===== src/rtl/mem_access_unit_pkg.sv =====
// rtl/mem_access_unit_pkg.sv - shared FSM state type and funct3 size codes for the memory access unit
package mem_access_unit_pkg;

  typedef enum logic [1:0] {
    IDLE  = 2'd0,
    ISSUE = 2'd1,
    RESP  = 2'd2
  } memstate_t;

  localparam logic [2:0] MEM_B  = 3'b000;
  localparam logic [2:0] MEM_H  = 3'b001;
  localparam logic [2:0] MEM_W  = 3'b010;
  localparam logic [2:0] MEM_BU = 3'b100;
  localparam logic [2:0] MEM_HU = 3'b101;

endpackage


===== src/rtl/mem_access_unit_lane_align.sv =====
// rtl/mem_access_unit_lane_align.sv - combinational byte-lane enables, store replication, load extraction and legality
module mem_lane_align
  import mem_access_unit_pkg::*;
(
  input  logic [2:0]  funct3,
  input  logic        ifetch,
  input  logic [1:0]  adr,
  input  logic [31:0] wdata,
  input  logic [31:0] rdata,
  output logic [3:0]  be,
  output logic [31:0] wdata_al,
  output logic [31:0] rdata_ext,
  output logic        legal
);

  logic [2:0]  size;
  logic [31:0] lane;

  // Fetches always behave as word loads regardless of funct3.
  assign size = ifetch ? MEM_W : funct3;
  assign lane = rdata >> {adr, 3'b000};

  always_comb begin
    legal     = 1'b0;
    be        = 4'b1111;
    wdata_al  = wdata;
    rdata_ext = rdata;
    case (size)
      MEM_B, MEM_BU: begin
        legal     = 1'b1;
        be        = 4'b0001 << adr;
        wdata_al  = {4{wdata[7:0]}};
        rdata_ext = (size == MEM_B) ? {{24{lane[7]}}, lane[7:0]} : {24'd0, lane[7:0]};
      end
      MEM_H, MEM_HU: begin
        legal     = ~adr[0];
        be        = 4'b0011 << {adr[1], 1'b0};
        wdata_al  = {2{wdata[15:0]}};
        rdata_ext = (size == MEM_H) ? {{16{lane[15]}}, lane[15:0]} : {16'd0, lane[15:0]};
      end
      MEM_W: begin
        legal = (adr == 2'b00);
      end
      default: begin
        legal = 1'b0;
      end
    endcase
  end

endmodule


===== src/rtl/mem_access_unit.sv =====
// rtl/mem_access_unit.sv - CPU memory port to valid/ready bus bridge; optional bus timeout under MEM_TIMEOUT_EN
module mem_access_unit
  import mem_access_unit_pkg::*;
#(
  parameter int TIMEOUT_CYCLES = 255
) (
  input  logic        clk,
  input  logic        reset,
  input  logic        cpu_req,
  input  logic        cpu_we,
  input  logic        cpu_ifetch,
  input  logic [31:0] cpu_adr,
  input  logic [31:0] cpu_wdata,
  input  logic [2:0]  cpu_funct3,
  output logic [31:0] cpu_rdata,
  output logic        cpu_busy,
  output logic        cpu_done,
  output logic        cpu_err,
  output logic        bus_valid,
  output logic        bus_we,
  output logic [31:0] bus_adr,
  output logic [31:0] bus_wdata,
  output logic [3:0]  bus_be,
  input  logic        bus_ready,
  input  logic [31:0] bus_rdata
);

  memstate_t   state, state_next;
  logic [1:0]  adr_lo_q;
  logic [2:0]  funct3_q;
  logic        ifetch_q;
  logic        err_q;
  logic        timeout;

  logic [1:0]  al_adr;
  logic [2:0]  al_funct3;
  logic        al_ifetch;
  logic [3:0]  al_be;
  logic [31:0] al_wdata;
  logic [31:0] al_rdata;
  logic        al_legal;

  // The aligner sees the live request while idle and the latched one afterwards.
  assign al_adr    = (state == IDLE) ? cpu_adr[1:0] : adr_lo_q;
  assign al_funct3 = (state == IDLE) ? cpu_funct3   : funct3_q;
  assign al_ifetch = (state == IDLE) ? cpu_ifetch   : ifetch_q;

  mem_lane_align u_align (
    .funct3    (al_funct3),
    .ifetch    (al_ifetch),
    .adr       (al_adr),
    .wdata     (cpu_wdata),
    .rdata     (bus_rdata),
    .be        (al_be),
    .wdata_al  (al_wdata),
    .rdata_ext (al_rdata),
    .legal     (al_legal)
  );

`ifdef MEM_TIMEOUT_EN
  localparam int CW = $clog2(TIMEOUT_CYCLES + 1);
  logic [CW-1:0] wait_cnt;

  // Aborts on the cycle the count would reach TIMEOUT_CYCLES; a ready in that cycle still wins.
  assign timeout = ~bus_ready && (wait_cnt == CW'(TIMEOUT_CYCLES - 1));

  always_ff @(posedge clk) begin
    if (!reset || state != ISSUE) begin
      wait_cnt <= '0;
    end else if (!bus_ready) begin
      wait_cnt <= wait_cnt + 1'b1;
    end
  end
`else
  assign timeout = (TIMEOUT_CYCLES < 0);
`endif

  always_ff @(posedge clk) begin
    if (!reset) begin
      state <= IDLE;
    end else begin
      state <= state_next;
    end
  end

  always_comb begin
    state_next = state;
    cpu_busy   = (state != IDLE);
    bus_valid  = 1'b0;
    cpu_done   = 1'b0;
    cpu_err    = 1'b0;
    case (state)
      IDLE: begin
        if (cpu_req) begin
          state_next = al_legal ? ISSUE : RESP;
        end
      end
      ISSUE: begin
        bus_valid = 1'b1;
        if (bus_ready || timeout) begin
          state_next = RESP;
        end
      end
      RESP: begin
        cpu_done   = 1'b1;
        cpu_err    = err_q;
        state_next = IDLE;
      end
      default: state_next = IDLE;
    endcase
  end

  always_ff @(posedge clk) begin
    if (!reset) begin
      adr_lo_q  <= 2'b00;
      funct3_q  <= 3'b000;
      ifetch_q  <= 1'b0;
      err_q     <= 1'b0;
      cpu_rdata <= 32'd0;
      bus_we    <= 1'b0;
      bus_adr   <= 32'd0;
      bus_wdata <= 32'd0;
      bus_be    <= 4'b0000;
    end else begin
      case (state)
        IDLE: begin
          if (cpu_req) begin
            adr_lo_q <= cpu_adr[1:0];
            funct3_q <= cpu_funct3;
            ifetch_q <= cpu_ifetch;
            err_q    <= ~al_legal;
            if (al_legal) begin
              bus_we    <= cpu_we;
              bus_adr   <= {cpu_adr[31:2], 2'b00};
              bus_wdata <= al_wdata;
              bus_be    <= al_be;
            end
          end
        end
        ISSUE: begin
          if (bus_ready) begin
            if (!bus_we) begin
              cpu_rdata <= al_rdata;
            end
          end else if (timeout) begin
            err_q <= 1'b1;
          end
        end
        default: ;
      endcase
    end
  end

endmodule


===== config.mk =====
export PLATFORM = sky130hd
export DESIGN_NAME = mem_access_unit
export DESIGN_NICKNAME = d
export VERILOG_FILES = /design/src/rtl/mem_access_unit_pkg.sv /design/src/rtl/mem_access_unit_lane_align.sv /design/src/rtl/mem_access_unit.sv
export SDC_FILE = /design/constraint.sdc
export NUM_CORES = 1
export LEC_CHECK = 0
export BUFFER_PORTS_ARGS = -buffer_cell sky130_fd_sc_hd__buf_4
export CORE_ASPECT_RATIO = 1.25
export CORE_UTILIZATION = 30
export DETAILED_ROUTE_END_ITERATION = 16
export REMOVE_ABC_BUFFERS = 1
export SLEW_MARGIN = 20
export SYNTH_ARGS = -nofsm -noshare
export SYNTH_HDL_FRONTEND = slang
export SYNTH_SLANG_ARGS = --single-unit

===== constraint.sdc =====
create_clock -name clk -period 3.2 [get_ports clk]
set_clock_uncertainty 0.15 [all_clocks]
set_input_delay 0.48 -clock clk [delete_from_list [all_inputs] [get_ports clk]]
set_output_delay 0.48 -clock clk [all_outputs]
set_load 0.005 [all_outputs]

# ---- Yosys cells after proc, flatten, opt, wreduce, memory -nomap -nowiden
# Cells that the tools add are included.
dict set report word_totals {
  out_inout_bits 105
  mem_bits_ro 0
  mem_count 0
  latchBits 0
  elab_cells 51
  regBits 108
  mem_bits_rw 0
}
dict set report classes {
  reduce_logical 10
  n_div 0
  eq_ne 8
  shifts 3
  addsub 0
  magnitude_cmp 0
  muxes 17
  multipliers 0
  n_bitwise 3
}
# operator n
set op_table {}
lappend op_table {{32-bit case mux with 2 select lines} 2}
lappend op_table {{32-bit 2-to-1 mux} 2}
lappend op_table {{32-bit by 5-bit right shift with 16-bit output} 1}
lappend op_table {{2-bit 2-to-1 mux} 4}
lappend op_table {{4-bit case mux with 2 select lines} 1}
lappend op_table {{3-bit == test, second input constant} 2}
lappend op_table {{3-bit 2-to-1 mux} 2}
lappend op_table {{3-bit AND reduction} 2}
lappend op_table {{2-bit zero test} 2}
lappend op_table {{1-bit 2-to-1 mux} 4}
lappend op_table {{2-bit inequality test, second input constant} 2}
lappend op_table {{2-bit case mux with 2 select lines} 1}
lappend op_table {{2-bit AND reduction} 2}
lappend op_table {{2-bit OR reduction} 2}
lappend op_table {{1-bit by 2-bit left shift with 4-bit output, first input constant} 1}
lappend op_table {{2-bit by 2-bit left shift with 4-bit output, first input constant} 1}
lappend op_table {{3-bit by 1-bit == test with 1-bit output, second input constant} 1}
lappend op_table {{3-bit by 2-bit == test with 1-bit output, second input constant} 1}
lappend op_table {{3-bit zero test} 1}
lappend op_table {{1-bit inverter} 3}
lappend op_table {{1-bit case mux with 3 select lines} 1}
lappend op_table {{2-bit by 1-bit == test with 1-bit output, second input constant} 1}
lappend op_table {{2-bit == test, second input constant} 1}
lappend op_table {{2-bit nonzero test} 1}

# ---- Logic depth before layout (Yosys ltp)
dict set report depth {
  word_depth 9
  ltp_mapped 11
}

# ---- By module
# From an unflattened synthesis, not the netlist that was laid out.
dict set report hier_totals {
  cells_unflattened 720
  area_unflattened_um2 5884.4
}
# module seq_area_each_um2 cells_per_inst n_inst area_each_um2
set by_module_without_submodules {}
lappend by_module_without_submodules {mem_access_unit 2162.1 487 1 4424.2}
lappend by_module_without_submodules {mem_lane_align 0.0 233 1 1460.2}

# ---- Worst setup path before layout
# OpenSTA, ideal clock, no wires.
dict set report synth_path {
  kind {input port to flip-flop}
  startpoint {in cpu_adr[0]}
  endpoint {reg cpu_rdata[28]}
  arrival_ps 2072
  n_path_buf 3
  setup_slack_ps 904
  path_stages 7
  path_cell_list {clkbuf_1 -> mux2_4 -> a2111o_1 -> or3_1 -> buf_6 -> buf_6 -> a31oi_2}
}
dict set report synth_via {
  elab_chain_len 4
  elab_cells_between_ends 5
}
# item line_no
set synth_rtl {}
lappend synth_rtl {{start: declaration} mem_access_unit.sv:12} ;# input logic [31:0] cpu_adr,
lappend synth_rtl {{2-bit 2-to-1 mux (*)} mem_access_unit.sv:44} ;# assign al_adr = (state == IDLE) ? cpu_adr[1:0] : adr_lo_q;
lappend synth_rtl {{32-bit by 5-bit right shift with 16-bit output (*)} mem_access_unit_lane_align.sv:21} ;# assign lane = rdata >> {adr, 3'b000};
lappend synth_rtl {{32-bit 2-to-1 mux (on tied branches)} {mem_access_unit_lane_align.sv:39, mem_access_unit_lane_align.sv:33}}
lappend synth_rtl {{32-bit case mux with 2 select lines (*)} mem_access_unit_lane_align.sv:28} ;# case (size)
lappend synth_rtl {{end signal: assignment} mem_access_unit.sv:143} ;# cpu_rdata <= al_rdata;
lappend synth_rtl {{end: declaration} mem_access_unit.sv:15} ;# output logic [31:0] cpu_rdata,
# Mark *: on every way between the ends. The rest lies on a longest branch, timed or not.
# A chain may end at the register's enable or synchronous reset.

# ---- Worst setup path in the final report
dict set report layout_path {
  startpoint {reg state[0]}
  endpoint {reg cpu_rdata[17]}
}
dict set report layout_via {
  elab_chain_len 6
  elab_cells_between_ends 17
}
# item line_no
set layout_rtl {}
lappend layout_rtl {{start: declaration} mem_access_unit.sv:28} ;# memstate_t state, state_next;
lappend layout_rtl {{start signal: assignment} mem_access_unit.sv:82} ;# state <= state_next;
lappend layout_rtl {{parallel branches: the longest is 6 deep, another holds 32-bit by 5-bit right shift with 16-bit output} n/a}
# Parallel ways; which one is timed is not known.

==> results.json <==
{
  "status": "complete, no violations",
  "period_needed_ns": 2.702,
  "grt_pass1_vias": 5234,
  "p_leak_nw": 3.002,
  "dieArea_mm2": 0.01761,
  "rsz0062_at_grt": "no",
  "ys_async_sr_fraction_pct": 0,
  "holdCritPathClass": "in2reg",
  "relSlewSlack_pct": 47.07,
  "p_per_area_mw_per_mm2": 553.8,
  "finalHoldViolCount": 0,
  "cts_resized": 0,
  "grt_first_pass_wirelength_um": 28610,
  "finalPower_mw": 3.973,
  "synth_top_family_by_area": "compound AO/OA/AOI/OAI gates",
  "synth_flop_cell": "dfxtp_1",
  "worstSetupEndpointType": "flip-flop",
  "io_buffers": 207,
  "vias": 5440,
  "dp_hpwl_um": 12420,
  "cpMaxStageDelayCell": "or3_1",
  "yosysWarnings": 0,
  "synthAdderAreaFrac_pct": 0,
  "reg2reg_setup_slack_ns": 0.50,
  "post_cts_buffers": 0,
  "synth_seq_area_share_pct": 42.20,
  "vdd_drop_max_uv": 221.1,
  "drv_cap": 0,
  "syn_inst": 628,
  "reg2reg_depth": 5,
  "path_depth": 5,
  "synth_mux_area_share_pct": 6.398,
  "drive_above_1_share_pct": 33.00,
  "cts_root_buf": "clkbuf_16",
  "cts_htree_levels": 3,
  "min_to": "bus_adr[12]",
  "numCtsBuffers": 9,
  "fin_cells": 1026,
  "die_w_um": 118.9,
  "syn_area_mm2": 0.005124,
  "final_max_slew_viol_count": 0,
  "place_congestion": 0.8417,
  "clock_latency_ns": 0.36,
  "r2r-end": "cpu_rdata[17]",
  "synthToLayoutAreaGrowth_pct": 40.02,
  "synth-compound-area-share_pct": 29.23,
  "drc": 0,
  "worstPathRequired_ns": 3.34,
  "crit_type": "reg2reg",
  "critPathMaxFanout": 16,
  "totalWireLength_um": 18160,
  "post-route-period-util_pct": 84.43,
  "final_nets": 906,
  "drtIter0Drc": 435,
  "crit_chain": "nor2_4, mux2_4, a2111o_1, or3_1, a31oi_1",
  "r2r_start": "state[0]",
  "synth-seq-cells": 108,
  "cts_tree": "yes",
  "cts.hold.buffers_added": 0,
  "placed_cells": 1010,
  "synth_edf_count": 0,
  "synth.distinct_cells": 49,
  "via_per_inst": 5.302,
  "grt_max_degree": 58,
  "first_pass_iters": 5,
  "dieHeight_um": 148.1,
  "clock.fmax_mhz": 370.1,
  "row_count": 53,
  "critical-path-top-delay-family": "simple AND/OR/NAND/NOR gates",
  "clock_path_buffers": 2,
  "synthSimpleGateAreaFrac_pct": 16.02,
  "io-pin-count": 210,
  "antenna_found_initial": 0,
  "fin_util_pct": 42.76,
  "cts_num_sinks": 108,
  "initial_core_util_pct": 30.54,
  "core_mm2": 0.01678,
  "worstPathArrival_ns": 2.84,
  "clk_pin_slew_ns": 0.09,
  "min_from": "cpu_adr[12]",
  "grt_overflow": 0,
  "slowest_delay_ns": 0.60,
  "worst-path-buf-inv": 0,
  "drtAntennaViolNets": 0,
  "tightest_slew_ns": 0.7911,
  "synth_xor_area_share_pct": 0,
  "startpoint_type": "flip-flop",
  "syn_avg_cell_area_um2": 8.159,
  "gr-usage-all-layers_pct": 20.68,
  "diodes": 0,
  "avgRoutedWirePerCell_um": 17.70,
  "hold_depth": 3,
  "finalSetupViolCount": 0
}
-- state kept, by name, indices dropped and copies added (netlist names) --
signal and flops:
state 2, bus_adr 30, cpu_rdata 32, bus_wdata 32, ifetch_q 1, bus_be 4, funct3_q 3, err_q 1
bus_we 1, adr_lo_q 2
-- placed cells by master (no fill, tap or decap), types with 2 or more instances in the layout --
cell       Yosys  final
o31ai_1        8      8
a22oi_1        7      7
conb_1         1      2
inv_8          0      3
buf_4          3    220
inv_1          2      2
buf_12         0      4
mux2_2        10     10
inv_2          2      2
nand3_1       48     48
o21ai_0       65     65
a311oi_1      17     17
o22ai_1        7      7
nand2_1       77     77
nor2_1        12     11
and3_1         7      7
a21oi_1       86     84
nor2b_1        4      4
mux2i_1       20     19
a31oi_1       22     22
nor4_1         2      2
and2_1         2      2
nor3b_1        2      2
a21o_1         9      9
a31oi_2        3      3
nand2b_1       3      3
o221a_2        3      3
inv_6          0      2
dfxtp_1      108    108
or3_1         10     10
o211ai_1      10     10
clkbuf_16      0      9
o21a_1         2      2
-- cell usage after synthesis (2+ instances only) --
master	count	share of area, %
or3_1	10	1.2
clkbuf_1	40	2.9
nor2b_1	4	0.49
buf_4	3	0.44
a22oi_1	7	1.0
o31ai_1	8	1.2
a21o_1	9	1.3
nand2_1	77	5.6
dfxtp_1	108	42
o221a_2	3	0.66
and3_1	7	0.85
a31oi_2	3	0.73
o21ai_0	65	6.3
mux2_2	10	2.2
o22ai_1	7	0.85
nor4_1	2	0.24
mux2i_1	20	3.9
buf_2	15	1.5
and2_1	2	0.24
nor3b_1	2	0.29
nor2_1	12	0.88
buf_6	4	0.88
o211ai_1	10	1.5
inv_2	2	0.15
a311oi_1	17	2.9
o21a_1	2	0.29
nand2b_1	3	0.37
a31oi_1	22	2.7
inv_1	2	0.15
a21oi_1	86	8.4
nand3_1	48	4.7
-- cells by family after synthesis --
logic type,after synthesis
AOI/OAI and AO/OA,247
and+or+nand+nor,174
DFF,108
buffers and inverters,67
muxes,31
other,1
-- final cells by class --
class	count	area, µm²
fillers	1743	9603
multi-input cells	454	2689
flip-flops and latches	108	2162
repair buffers	224	1732
well taps	220	275.3
clock buffers	9	225.2
clock inverters	7	76.32
inverters	4	15.01
-- metal layers --
layer	part of all wire (%)	track usage, %	routed length [µm]
met1	43	26.01	7788
met2	47	33.30	8570
met5	0	0	0
met4	2.7	9.684	498
met3	7.1	4.985	1298
-- how the worst max path moves through the flow --
stage                   from       endpoint  slack (ns)
floorplan           state[0]      bus_be[0]       -2.76
global placement    state[0]  cpu_rdata[18]        0.59
CTS                 state[0]  cpu_rdata[17]        0.51
global route        state[0]  cpu_rdata[17]        0.33
detailed placement  state[0]  cpu_rdata[17]        0.53
finish              state[0]  cpu_rdata[17]        0.50
-- worst reg2reg max path, delay by kind of cell, from the launching register on --
| kind | cells | cell delay, ns |
|---|---|---|
| multiplexers | 1 | 0.41 |
| flip-flops | 1 | 0.41 |
| AND/OR/NAND/NOR | 2 | 0.96 |
| AO/OA/AOI/OAI | 2 | 0.70 |
-- metrics by stage --
stage / instance area (µm²) / hold slack, ns / setup TNS (ns) / setup WS, ns
global placement: 6873 / 0.2903 / 0 / 0.5866
detailed placement: 6873 / 0.2993 / 0 / 0.5313
global route: 7174 / 0.2210 / 0 / 0.3302
finish: 7174 / 0.2163 / 0 / 0.4983
CTS: 7174 / 0.2008 / 0 / 0.5080
floorplan: 4831 / 0.2863 / -160.91 / -2.764
-- power breakdown --
part           internal, mW  total [mW]  switching [mW]
Clock                 0.560        1.15           0.593
Combinational         0.539        1.27           0.729
Sequential             1.47        1.55          0.0774
Total                  2.57        3.97            1.40
No activity file was read; power rests on OpenSTA's default activity.
